[config.mk]
export PLATFORM = sky130hd
export DESIGN_NAME = wb_select_stage
export DESIGN_NICKNAME = d
export VERILOG_FILES = /design/src/rtl/wb_select_stage.sv
export SDC_FILE = /design/constraint.sdc
export NUM_CORES = 1
export LEC_CHECK = 0
export CORE_MARGIN = 3
export CORE_UTILIZATION = 25
export CTS_CLUSTER_SIZE = 40
export DETAILED_ROUTE_END_ITERATION = 6
export PLACE_DENSITY_LB_ADDON = 0.2
export SYNTH_ARGS = -nofsm -noshare
export SYNTH_HDL_FRONTEND = slang
export SYNTH_SLANG_ARGS = --single-unit
[constraint.sdc]
create_clock -name clk -period 1.5 [get_ports clk]
set_input_delay 0.45 -clock clk [delete_from_list [all_inputs] [get_ports clk]]
set_output_delay 0.45 -clock clk [all_outputs]
set_load 0.05 [all_outputs]
[src/rtl/wb_select_stage.sv]
// Registered writeback selector: picks one result source, extracts/extends loads, and hands
// {data, rd, we} to the register file through a valid/ready stage with a 2-entry skid buffer.
// Optional WB_STALL_CNT_EN adds a 16-bit saturating count of stalled output cycles (stall_cnt).
module wb_select_stage #(
    parameter int unsigned DATA_W    = 32,
    parameter int unsigned NSRC      = 4,
    parameter int unsigned MEM_SRC   = 1,
    parameter int unsigned REGADDR_W = 5,
    localparam int unsigned SEL_W    = $clog2(NSRC),
    localparam int unsigned OFF_W    = $clog2(DATA_W / 8)
) (
    input  logic                   clk,
    input  logic                   rst_n,
    input  logic                   in_valid,
    output logic                   in_ready,
    input  logic [SEL_W-1:0]       in_sel,
    input  logic [NSRC*DATA_W-1:0] in_data,
    input  logic [1:0]             in_lsize,
    input  logic                   in_lunsigned,
    input  logic [OFF_W-1:0]       in_byte_off,
    input  logic [REGADDR_W-1:0]   in_rd,
    input  logic                   in_we,
    output logic                   out_valid,
    input  logic                   out_ready,
    output logic [DATA_W-1:0]      out_data,
    output logic [REGADDR_W-1:0]   out_rd,
    output logic                   out_we
`ifdef WB_STALL_CNT_EN
    ,
    output logic [15:0]            stall_cnt
`endif
);

    logic [DATA_W-1:0]    src_sel_c;
    logic [DATA_W-1:0]    lane_c;
    logic [DATA_W-1:0]    new_data_c;
    logic                 new_we_c;
    logic                 accept_c;
    logic                 main_free_c;

    logic                 out_valid_q, out_valid_d;
    logic [DATA_W-1:0]    out_data_q, out_data_d;
    logic [REGADDR_W-1:0] out_rd_q, out_rd_d;
    logic                 out_we_q, out_we_d;
    logic                 skid_valid_q, skid_valid_d;
    logic [DATA_W-1:0]    skid_data_q, skid_data_d;
    logic [REGADDR_W-1:0] skid_rd_q, skid_rd_d;
    logic                 skid_we_q, skid_we_d;
    logic                 in_ready_q, in_ready_d;

    // Source select plus load lane extraction when the memory source is chosen.
    always_comb begin
        src_sel_c = '0;
        for (int k = 0; k < int'(NSRC); k++) begin
            if (in_sel == SEL_W'(k)) src_sel_c = in_data[k*DATA_W +: DATA_W];
        end
        lane_c     = src_sel_c >> {in_byte_off, 3'b000};
        new_data_c = src_sel_c;
        if (in_sel == SEL_W'(MEM_SRC)) begin
            case (in_lsize)
                2'b00: begin
                    if (in_lunsigned) new_data_c = DATA_W'(lane_c[7:0]);
                    else              new_data_c = DATA_W'($signed(lane_c[7:0]));
                end
                2'b01: begin
                    if (in_lunsigned) new_data_c = DATA_W'(lane_c[15:0]);
                    else              new_data_c = DATA_W'($signed(lane_c[15:0]));
                end
                2'b10: begin
                    if (in_lunsigned) new_data_c = DATA_W'(lane_c[31:0]);
                    else              new_data_c = DATA_W'($signed(lane_c[31:0]));
                end
                default: new_data_c = src_sel_c;
            endcase
        end
        new_we_c = in_we && (in_rd != '0);
    end

    // Main/skid steering; skid drains into main on transfer, new data bypasses skid when main is free.
    always_comb begin
        out_valid_d  = out_valid_q;
        out_data_d   = out_data_q;
        out_rd_d     = out_rd_q;
        out_we_d     = out_we_q;
        skid_valid_d = skid_valid_q;
        skid_data_d  = skid_data_q;
        skid_rd_d    = skid_rd_q;
        skid_we_d    = skid_we_q;
        accept_c     = in_valid && in_ready_q;
        main_free_c  = !out_valid_q || out_ready;

        if (main_free_c) begin
            if (skid_valid_q) begin
                out_valid_d  = 1'b1;
                out_data_d   = skid_data_q;
                out_rd_d     = skid_rd_q;
                out_we_d     = skid_we_q;
                skid_valid_d = 1'b0;
            end else if (accept_c) begin
                out_valid_d = 1'b1;
                out_data_d  = new_data_c;
                out_rd_d    = in_rd;
                out_we_d    = new_we_c;
            end else begin
                out_valid_d = 1'b0;
            end
        end else if (accept_c) begin
            skid_valid_d = 1'b1;
            skid_data_d  = new_data_c;
            skid_rd_d    = in_rd;
            skid_we_d    = new_we_c;
        end
        in_ready_d = !skid_valid_d;
    end

    always_ff @(posedge clk or negedge rst_n) begin
        if (!rst_n) begin
            out_valid_q  <= 1'b0;
            out_data_q   <= '0;
            out_rd_q     <= '0;
            out_we_q     <= 1'b0;
            skid_valid_q <= 1'b0;
            skid_data_q  <= '0;
            skid_rd_q    <= '0;
            skid_we_q    <= 1'b0;
            in_ready_q   <= 1'b1;
        end else begin
            out_valid_q  <= out_valid_d;
            out_data_q   <= out_data_d;
            out_rd_q     <= out_rd_d;
            out_we_q     <= out_we_d;
            skid_valid_q <= skid_valid_d;
            skid_data_q  <= skid_data_d;
            skid_rd_q    <= skid_rd_d;
            skid_we_q    <= skid_we_d;
            in_ready_q   <= in_ready_d;
        end
    end

    assign in_ready  = in_ready_q;
    assign out_valid = out_valid_q;
    assign out_data  = out_data_q;
    assign out_rd    = out_rd_q;
    assign out_we    = out_we_q;

`ifdef WB_STALL_CNT_EN
    logic [15:0] stall_cnt_q, stall_cnt_d;

    // Saturating count of cycles the output is held by downstream backpressure.
    always_comb begin
        stall_cnt_d = stall_cnt_q;
        if (out_valid_q && !out_ready && (stall_cnt_q != 16'hFFFF)) stall_cnt_d = stall_cnt_q + 16'd1;
    end

    always_ff @(posedge clk or negedge rst_n) begin
        if (!rst_n) stall_cnt_q <= '0;
        else        stall_cnt_q <= stall_cnt_d;
    end

    assign stall_cnt = stall_cnt_q;
`endif

endmodule
# ---- Word level (Yosys, flattened, before mapping)
# Cells that the tools add are included.
dict set report totals {
  ramBits 0
  memories 0
  reg_bits 79
  romBits 0
  out_inout_bits 40
  latch_bits 0
  wordCells 45
}
dict set report classes {
  n_mul 0
  n_bitwise 1
  muxes 18
  addsub 0
  n_shift 1
  reduce_logical 11
  magnitude_cmp 0
  eq_ne 5
  div 0
}
# operator count
set op_table {}
lappend op_table {{32-bit 2-to-1 mux} 9}
lappend op_table {{32-bit case mux with 3 select lines} 1}
lappend op_table {{32-bit by 5-bit right shift with 32-bit output} 1}
lappend op_table {{5-bit 2-to-1 mux} 2}
lappend op_table {{2-bit equality test (second input constant)} 3}
lappend op_table {{1-bit 2-to-1 mux} 6}
lappend op_table {{5-bit nonzero test} 1}
lappend op_table {{2-bit by 1-bit equality test with 1-bit output (second input constant)} 2}
lappend op_table {{2-bit logical NOT} 2}
lappend op_table {{2-bit AND reduction} 2}
lappend op_table {{1-bit logical AND} 2}
lappend op_table {{1-bit logical NOT} 2}
lappend op_table {{2-bit nonzero test} 1}
lappend op_table {{1-bit logical OR} 1}
lappend op_table {{1-bit NOT} 1}

# ---- Longest topological paths before layout
# Gate-level depths: netlist (run 1).
dict set report depth {
  depth_word 11
  mapped_depth 9
  depth_no_buf 6
}

# ---- Least setup slack after synthesis (run 1)
# OpenSTA, ideal clock, no wires.
dict set report synth_timing {
  path_type {input-to-reg}
  from {input in_sel[0]}
  to {register out_data_q[12] (netlist: out_data[12])}
  arrival_time_ns 2.173
  n_path_buf 2
  slack_ns -0.802
  stages 8
  required_time_ns 1.371
  path_cell_list {buf_2 -> mux4_2 -> and2_4 -> o211ai_4 -> nand3_4 -> buf_4 -> o311ai_1 -> nand2_1}
}
dict set report synth_between {
  elab_chain_cells 11
  elab_cells_between_ends 15
  classes_between {3 x eq/ne; 1 x shift; 10 x mux; 1 x reduce/logical}
}
# element line_no
set synth_rtl {}
lappend synth_rtl {{start: declaration} 16} ;# input logic [SEL_W-1:0] in_sel,
lappend synth_rtl {{2-bit logical NOT} 55} ;# if (in_sel == SEL_W'(k)) src_sel_c = in_data[k*DATA_W +: DATA_W];
lappend synth_rtl {{32-bit 2-to-1 mux (4 in series)} 55}
lappend synth_rtl {{32-bit by 5-bit right shift with 32-bit output} 57} ;# lane_c = src_sel_c >> {in_byte_off, 3'b000};
lappend synth_rtl {{32-bit 2-to-1 mux, on equally long branches} {66, 62}}
lappend synth_rtl {{32-bit case mux with 3 select lines} 60} ;# case (in_lsize)
lappend synth_rtl {{32-bit 2-to-1 mux *} 59} ;# if (in_sel == SEL_W'(MEM_SRC)) begin
lappend synth_rtl {{32-bit 2-to-1 mux *} 99} ;# end else if (accept_c) begin
lappend synth_rtl {{32-bit 2-to-1 mux *} 93} ;# if (skid_valid_q) begin
lappend synth_rtl {{end signal: assignment} 129} ;# out_data_q <= out_data_d;
lappend synth_rtl {{end: declaration} 42} ;# logic [DATA_W-1:0] out_data_q, out_data_d;
# Every way passes the cells marked *; elsewhere a longest branch is shown, timed or not. The select of a mux whose other input is x is not followed.
# A chain may end at the register's enable or synchronous reset.

# ---- Worst setup path in the final report (run 1)
dict set report layout_timing {
  from {input in_sel[0]}
  to {register out_data_q[17] (netlist: out_data[17])}
}
# Same word-level chain as after synthesis.

==> results of run 1 <==
where the power goes:
part	switching, mW	internal [mW]
Sequential	0.575	2.77
Combinational	2.86	2.92
Clock	0.904	1.34
synth_stat cells (all sizes together), types with 2 or more instances:
| cell type | number |
|---|---|
| a21oi | 27 |
| a22oi | 2 |
| a2bb2oi | 7 |
| and2 | 3 |
| and3 | 18 |
| buf | 20 |
| clkbuf | 25 |
| dfrtp | 78 |
| inv | 3 |
| mux2 | 5 |
| mux2i | 18 |
| mux4 | 44 |
| nand2 | 92 |
| nand3 | 11 |
| nand4 | 3 |
| nor2 | 47 |
| nor2b | 5 |
| nor3 | 10 |
| o211ai | 16 |
| o21a | 8 |
| o21ai | 33 |
| o21bai | 7 |
| o311ai | 7 |
| o31ai | 32 |
layout make-up:
| type | count | area, µm² |
|---|---|---|
| repair buffers | 321 | 3660 |
| flip-flops and latches | 79 | 1980 |
| multi-input cells | 407 | 3880 |
| well taps | 270 | 338 |
| fillers | 1915 | 10400 |
| clock inverters | 6 | 67.6 |
| clock buffers | 10 | 239 |
| inverters | 3 | 11.3 |
flip-flops by register name (all words and copies together) (netlist names):
name	count
out_data	32
skid_we_q	1
out_rd	5
out_we	1
in_ready	1
skid_valid_q	1
skid_rd_q	5
skid_data_q	32
out_valid	1
per-stage QoR:
step	area (µm²)	TNS, ps
2_1_floorplan	5370	-36920
4_1_cts	9710	-22900
6_report	10200	-23850
5_1_grt	10200	-27480
3_3_place_gp	8550	-66190
3_5_place_dp	8550	-68710
routing by layer:
layer	track usage [%]	wire (µm)	up-vias
met5	0	0	-
met4	5.75	446	0
met3	2.74	1240	33
met2	28.8	10400	228
met1	23.5	8690	2748
li1	-	-	2594
cell families after synthesis:
family                    after synthesis  share of synthesized area, %
and+or+nand+nor                       192                          16.5
DFF                                    79                          37.3
buffers and inverters                  48                          4.17
muxes                                  67                          23.1
xor gates and xnor gates                1                         0.165
AOI/OAI and AO/OA                     145                          18.7
repair_timing:
action                     in CTS  in global routing
setup endpoints to repair      71                 75
pin swaps                      67                 40
buffers inserted               27                 13
gates cloned                    6                  5
gates resized for setup       240                 92
final timing paths:
kind	endpoint	from	slack, ps	cells after the start
min reg2reg	skid_data_q[22]	skid_data_q[22]	470	2
max in group asynchronous	out_data[30]	rst_n	970	2
max reg2reg	out_data[22]	in_ready	-210	4
min in group clk	in_ready	out_ready	460	3
max	out_data[17]	in_sel[0]	-470	8
min	skid_data_q[10]	rst_n	7	1
==> out/summary.txt, run 1 <==
SETUP PATH
---------------------------------------------------------------------------------
Highest cell delay on the worst timing path                                530 ps
Critical path class                                                  input port to register
CP Launch Type                                                         input port
Max Fanout on Critical Path                                                     6
Crit-path slowest cell                                                     mux4_2
Data required time of the critical path                                   1710 ps
Sort of element at the end of the critical path                          register
Largest delay contributor family on the critical path                simple AND/OR/NAND/NOR gates
Bufs and invs on worst path                                                     2
Series of cell instances along the critical path                     buf_12 > mux4_2 > nor2b_4 > o211ai_4 > nand3_4 > buf_6 > nor3_4 > o31ai_2
Crit path DAT                                                             2180 ps

TIMING
---------------------------------------------------------------------------------
Fin crit share                                                               131%
Final-layout worst hold slack                                             6.93 ps
Endpoints failing hold                                                          0
Final Max Tran Viols                                                            0
Clock Skews                                                               7.84 ps
Highest clock frequency the design can meet                             0.508 GHz
# setup viols final                                                            75
Slew at the pin closest to its max-slew limit                              517 ps
Clock period minus worst slack                                            1970 ps
Worst-case headroom to the max-slew limit                                   65.4%
Final worst slack                                                         -470 ps
RSZ-0062 raised after global routing                                         true

YOSYS
---------------------------------------------------------------------------------
Yosys synthesis warning count                                                   0
Sequential share of the synthesized area                                    37.3%
Cells taking the most area after synthesis                           dfrtp_1 (37%), mux4_2 (19%), nand2_1 (6.4%), o31ai_1 (4.4%), mux2i_1 (3.4%)
Yosys cell types                                                               45
Average cell area after synthesis                                        9.97 µm²
Top cell type's share of synthesized area                                   36.8%
Total nets after synthesis                                                    677
EDFF count, synth                                                               0
Netlist area before placement                                         0.00531 mm²
Yosys reg bits                                                                 79
Area leader, netlist                                                      dfrtp_1
Mapped Cells                                                                  532
Main synth FF type                                                        dfrtp_1
Ys async rst share                                                           100%

FINAL LAYOUT
---------------------------------------------------------------------------------
Most common cell after layout, fill and taps aside                          buf_4
Synth-to-layout area growth                                                 92.0%
Share of the core filled with cells in the final layout                     49.5%
Non-filler instance count after layout                                      1,096
Final antenna diode count                                                       0
Final nets                                                                    966
Commonest non-fill, non-tap cells in the layout                      buf_4 (90), nand2_1 (85), dfrtp_1 (76)
Fraction of layout cells with a size suffix above 1                         45.9%

DETAILED ROUTING
---------------------------------------------------------------------------------
Number of nets still failing antenna checks after routing                       0
Number of optimization iterations in the first detailed-route pass              5
Overall routed net length                                               20,800 µm
Detail-routed via count per cell                                             5.11
Overall via count from detail_route                                         5,603
Iter 0 DRT Violations                                                         306
Final routed DRC violation total                                                0
Routed WL per cell                                                        19.0 µm

PLACED DESIGN
---------------------------------------------------------------------------------
Worst setup slack before clock tree synthesis                            -1180 ps
Hpwl dp                                                                 15,200 µm
Routability congestion estimate                                             0.862
Port bufs                                                                     184
Placed cell count                                                           1,035

CTS
---------------------------------------------------------------------------------
Clock tree from TritonCTS                                                   built
Total CTS buffers                                                               9
Sink count of the clock tree                                                   79
Count of H-tree levels built during CTS                                         3
Clock root cell                                                         clkbuf_16
Number of hold buffers added after cts                                          0
Clock latency at the later pin of the worst-skew pair                      340 ps
Clock slew at reported path FFs                                             70 ps
Clock Path Buffers                                                              2

GLOBAL ROUTING
---------------------------------------------------------------------------------
Vias in the first global route                                              5,771
Pin count of the biggest net entering global routing                           55
Global-route usage over all layers                                          17.4%
First-pass GRT wire length                                              31,200 µm
Overflow left after global routing                                              0
Number of antenna violations at the first check in global routing               0

PWR
---------------------------------------------------------------------------------
Final total power                                                         11.4 mW
VDD IR max                                                               0.648 mV
P_leak                                                                    4.34 nW
Power density over the cells                                          1120 mW/mm²

DIE
---------------------------------------------------------------------------------
Die Span Y                                                                 152 µm
DIE AREA                                                               0.0230 mm²
Initial Util                                                                25.8%
Standard-cell row count                                                        52
Top-level port count                                                          185
Die Span X                                                                 152 µm
Total core area                                                        0.0206 mm²

MIN PATH
---------------------------------------------------------------------------------
Hold Path Class                                                      input port to asynchronous set/reset pin

OUTCOME
---------------------------------------------------------------------------------
Violations in the final reports                                      negative setup slack
Run status                                                           complete, but fails checks

JOB
---------------------------------------------------------------------------------
MaxCap Viol Count                                                               0

(Power assumes the default switching activity.)
==> run 2, diff against run 1 <==
--- a/config.mk
+++ b/config.mk
@@ -7,9 +7,11 @@
 export LEC_CHECK = 0
 export CORE_MARGIN = 3
 export CORE_UTILIZATION = 25
+export CTS_CLUSTER_DIAMETER = 80
 export CTS_CLUSTER_SIZE = 40
 export DETAILED_ROUTE_END_ITERATION = 6
 export PLACE_DENSITY_LB_ADDON = 0.2
+export SETUP_SLACK_MARGIN = 0.2
 export SYNTH_ARGS = -nofsm -noshare
 export SYNTH_HDL_FRONTEND = slang
 export SYNTH_SLANG_ARGS = --single-unit
==> run 2 against run 1 <==
Effect of this change: combinational power rose by 3%; via count rose by 0.48%; clock power rose by 19%; the run still ends with negative setup slack left; critical endpoint is now out_data[14]; design area rose by 0.95%; critical path type unchanged; sequential power barely moved.
==> out/summary.txt, run 2 (synthesis results as in run 1) <==
FINAL LAYOUT
---------------------------------------------------------------------------------
Final nets                                                                    982   was 966
Final antenna diode count                                                       0   unchanged
Commonest non-fill, non-tap cells in the layout                      buf_4 (109), nand2_1 (81), clkdlybuf4s50_1 (72)   was buf_4 (90), nand2_1 (85), dfrtp_1 (76)
Most common cell after layout, fill and taps aside                          buf_4   unchanged
Fraction of layout cells with a size suffix above 1                         47.9%   was 45.9%
Synth-to-layout area growth                                                 93.8%   was 92.0%
Total of fill cells in the finished design                                  1,872   was 1,915
Final std cell area, no fill                                           0.0103 mm²   was 0.0102 mm²

CTS
---------------------------------------------------------------------------------
Clock root cell                                                         clkbuf_16   unchanged
Clock latency at the later pin of the worst-skew pair                      330 ps   was 340 ps
Clock tree from TritonCTS                                                   built   unchanged
Total CTS buffers                                                               9   unchanged
Clock slew at reported path FFs                                             70 ps   about the same
Count of H-tree levels built during CTS                                         3   unchanged
Sink count of the clock tree                                                   79   unchanged
Clock Path Buffers                                                              2   unchanged

TIMING
---------------------------------------------------------------------------------
Fin crit share                                                               132%   was 131%
RSZ-0062 raised after global routing                                         true   unchanged
Highest clock frequency the design can meet                             0.507 GHz   was 0.508 GHz
Clock period minus worst slack                                            1970 ps   about the same
Endpoints failing hold                                                          0   unchanged
Clock Skews                                                               12.9 ps   was 7.84 ps
Worst-case headroom to the max-slew limit                                   64.6%   was 65.4%
Final worst slack                                                         -473 ps   was -470 ps
# setup viols final                                                            68   was 75
Final Max Tran Viols                                                            0   unchanged
Slew at the pin closest to its max-slew limit                              529 ps   was 517 ps

DETAILED ROUTING
---------------------------------------------------------------------------------
Detail-routed via count per cell                                             5.07   was 5.11
Overall via count from detail_route                                         5,630   was 5,603
Number of nets still failing antenna checks after routing                       0   unchanged
Overall routed net length                                               20,500 µm   was 20,800 µm
Number of optimization iterations in the first detailed-route pass              4   was 5
Routed WL per cell                                                        18.4 µm   was 19.0 µm
Iter 0 DRT Violations                                                         329   was 306
Final routed DRC violation total                                                0   unchanged

PLACED DESIGN
---------------------------------------------------------------------------------
Cell Area, Placed                                                     0.00863 mm²   was 0.00855 mm²
Port bufs                                                                     184   unchanged
Hpwl dp                                                                 15,400 µm   was 15,200 µm
Worst setup slack before clock tree synthesis                            -1190 ps   was -1180 ps
Routability congestion estimate                                             0.834   was 0.862

MIN PATH
---------------------------------------------------------------------------------
Hold Path Class                                                      input port to asynchronous set/reset pin   unchanged

GLOBAL ROUTING
---------------------------------------------------------------------------------
Global-route usage over all layers                                          17.2%   was 17.4%
Overflow left after global routing                                              0   unchanged
First-pass GRT wire length                                              31,000 µm   was 31,200 µm
Number of antenna violations at the first check in global routing               0   unchanged
Vias in the first global route                                              5,673   was 5,771
Pin count of the biggest net entering global routing                           55   unchanged

SETUP PATH
---------------------------------------------------------------------------------
FF-to-FF setup slack                                                      -130 ps   was -210 ps
CP Launch Type                                                         input port   unchanged
Critical path class                                                  input port to register   unchanged
Critical R2R Capture                                                 out_data[16]   was out_data[22]
Sort of element at the end of the critical path                          register   unchanged
Crit Reg-Reg Startpoint                                                  in_ready   unchanged
Length in cells of the worst reg-to-reg path                                    4   unchanged
Max Fanout on Critical Path                                                     8   was 6
Data required time of the critical path                                   1720 ps   was 1710 ps
Crit path DAT                                                             2190 ps   was 2180 ps

JOB
---------------------------------------------------------------------------------
MaxCap Viol Count                                                               0   unchanged

PWR
---------------------------------------------------------------------------------
VDD IR max                                                               0.685 mV   was 0.648 mV
Power density over the cells                                          1160 mW/mm²   was 1120 mW/mm²
P_leak                                                                    4.39 nW   was 4.34 nW

OUTCOME
---------------------------------------------------------------------------------
Run status                                                           complete, but fails checks   unchanged
Violations in the final reports                                      negative setup slack   unchanged

DIE
---------------------------------------------------------------------------------
Initial Util                                                                25.8%   unchanged
Die Span Y                                                                 152 µm   unchanged
Total core area                                                        0.0206 mm²   unchanged
Standard-cell row count                                                        52   unchanged
Top-level port count                                                          185   unchanged
DIE AREA                                                               0.0230 mm²   unchanged
Die Span X                                                                 152 µm   unchanged

[run 2: cell type report]
cell class / count / area, µm² / share of cell area [%]
well taps: 270 / 338 / 3.29
flip-flops and latches: 79 / 1990 / 19.4
inverters: 3 / 11.3 / 0.110
clock buffers: 9 / 225 / 2.19
multi-input cells: 407 / 3880 / 37.7
repair buffers: 337 / 3700 / 36.0
clock inverters: 6 / 134 / 1.30
[run 2: per-stage QoR]
stage	power, mW	hold slack, ps	util [%]	setup TNS, ps	std cells
6_report	11.9	2.89	50.0	-24920	1111
5_1_grt	12.5	17.7	50.0	-28330	1111
4_1_cts	11.7	2.09	47.6	-22770	1093
3_5_place_dp	8.53	364	42.0	-67710	1047
3_3_place_gp	8.44	361	42.0	-65030	1047
2_1_floorplan	5.66	154	-	-36780	532
[run 2: timing repair]
item                                    4_1_cts  5_1_grt
pin swaps                                    55       49
endpoints found under the hold margin         0        0
resized for setup                           233       75
gates cloned                                  5        1
endpoints found under the setup margin      116      116
hold buffers                                  0        0
buffers inserted                             26       17
[run 2: power by group]
part | total (mW) | internal (mW) | switching (mW)
clock network | 2.66 | 1.79 | 0.872
registers | 3.35 | 2.78 | 0.573
logic | 5.94 | 3.05 | 2.89
total | 11.9 | 7.61 | 4.33
[run 2: layer usage]
metal,GRT usage (%),routed length [µm]
met3,2.83,1260
met5,0,0
met1,23.7,8810
met2,27.8,9900
met4,5.57,526
[run 2: worst max-delay path: stages]
cell,delay (ps)
buf_8,80
mux4_2,500
and2_4,160
o211ai_4,230
nand3_4,210
buf_12,220
o311ai_2,240
nand2_1,80
[run 2: how the worst max path moves through the flow]
stage | cells past startpoint | end | startpoint | slack, ps
floorplan | 8 | out_data[10] | in_sel[0] | -680
global placement | 8 | out_data[8] | in_byte_off[1] | -1120
detailed placement | 7 | skid_data_q[28] | in_data[119] | -1190
CTS | 8 | out_data[8] | in_sel[0] | -470
global route | 8 | out_data[8] | in_sel[0] | -520
finish | 8 | out_data[14] | in_sel[0] | -470
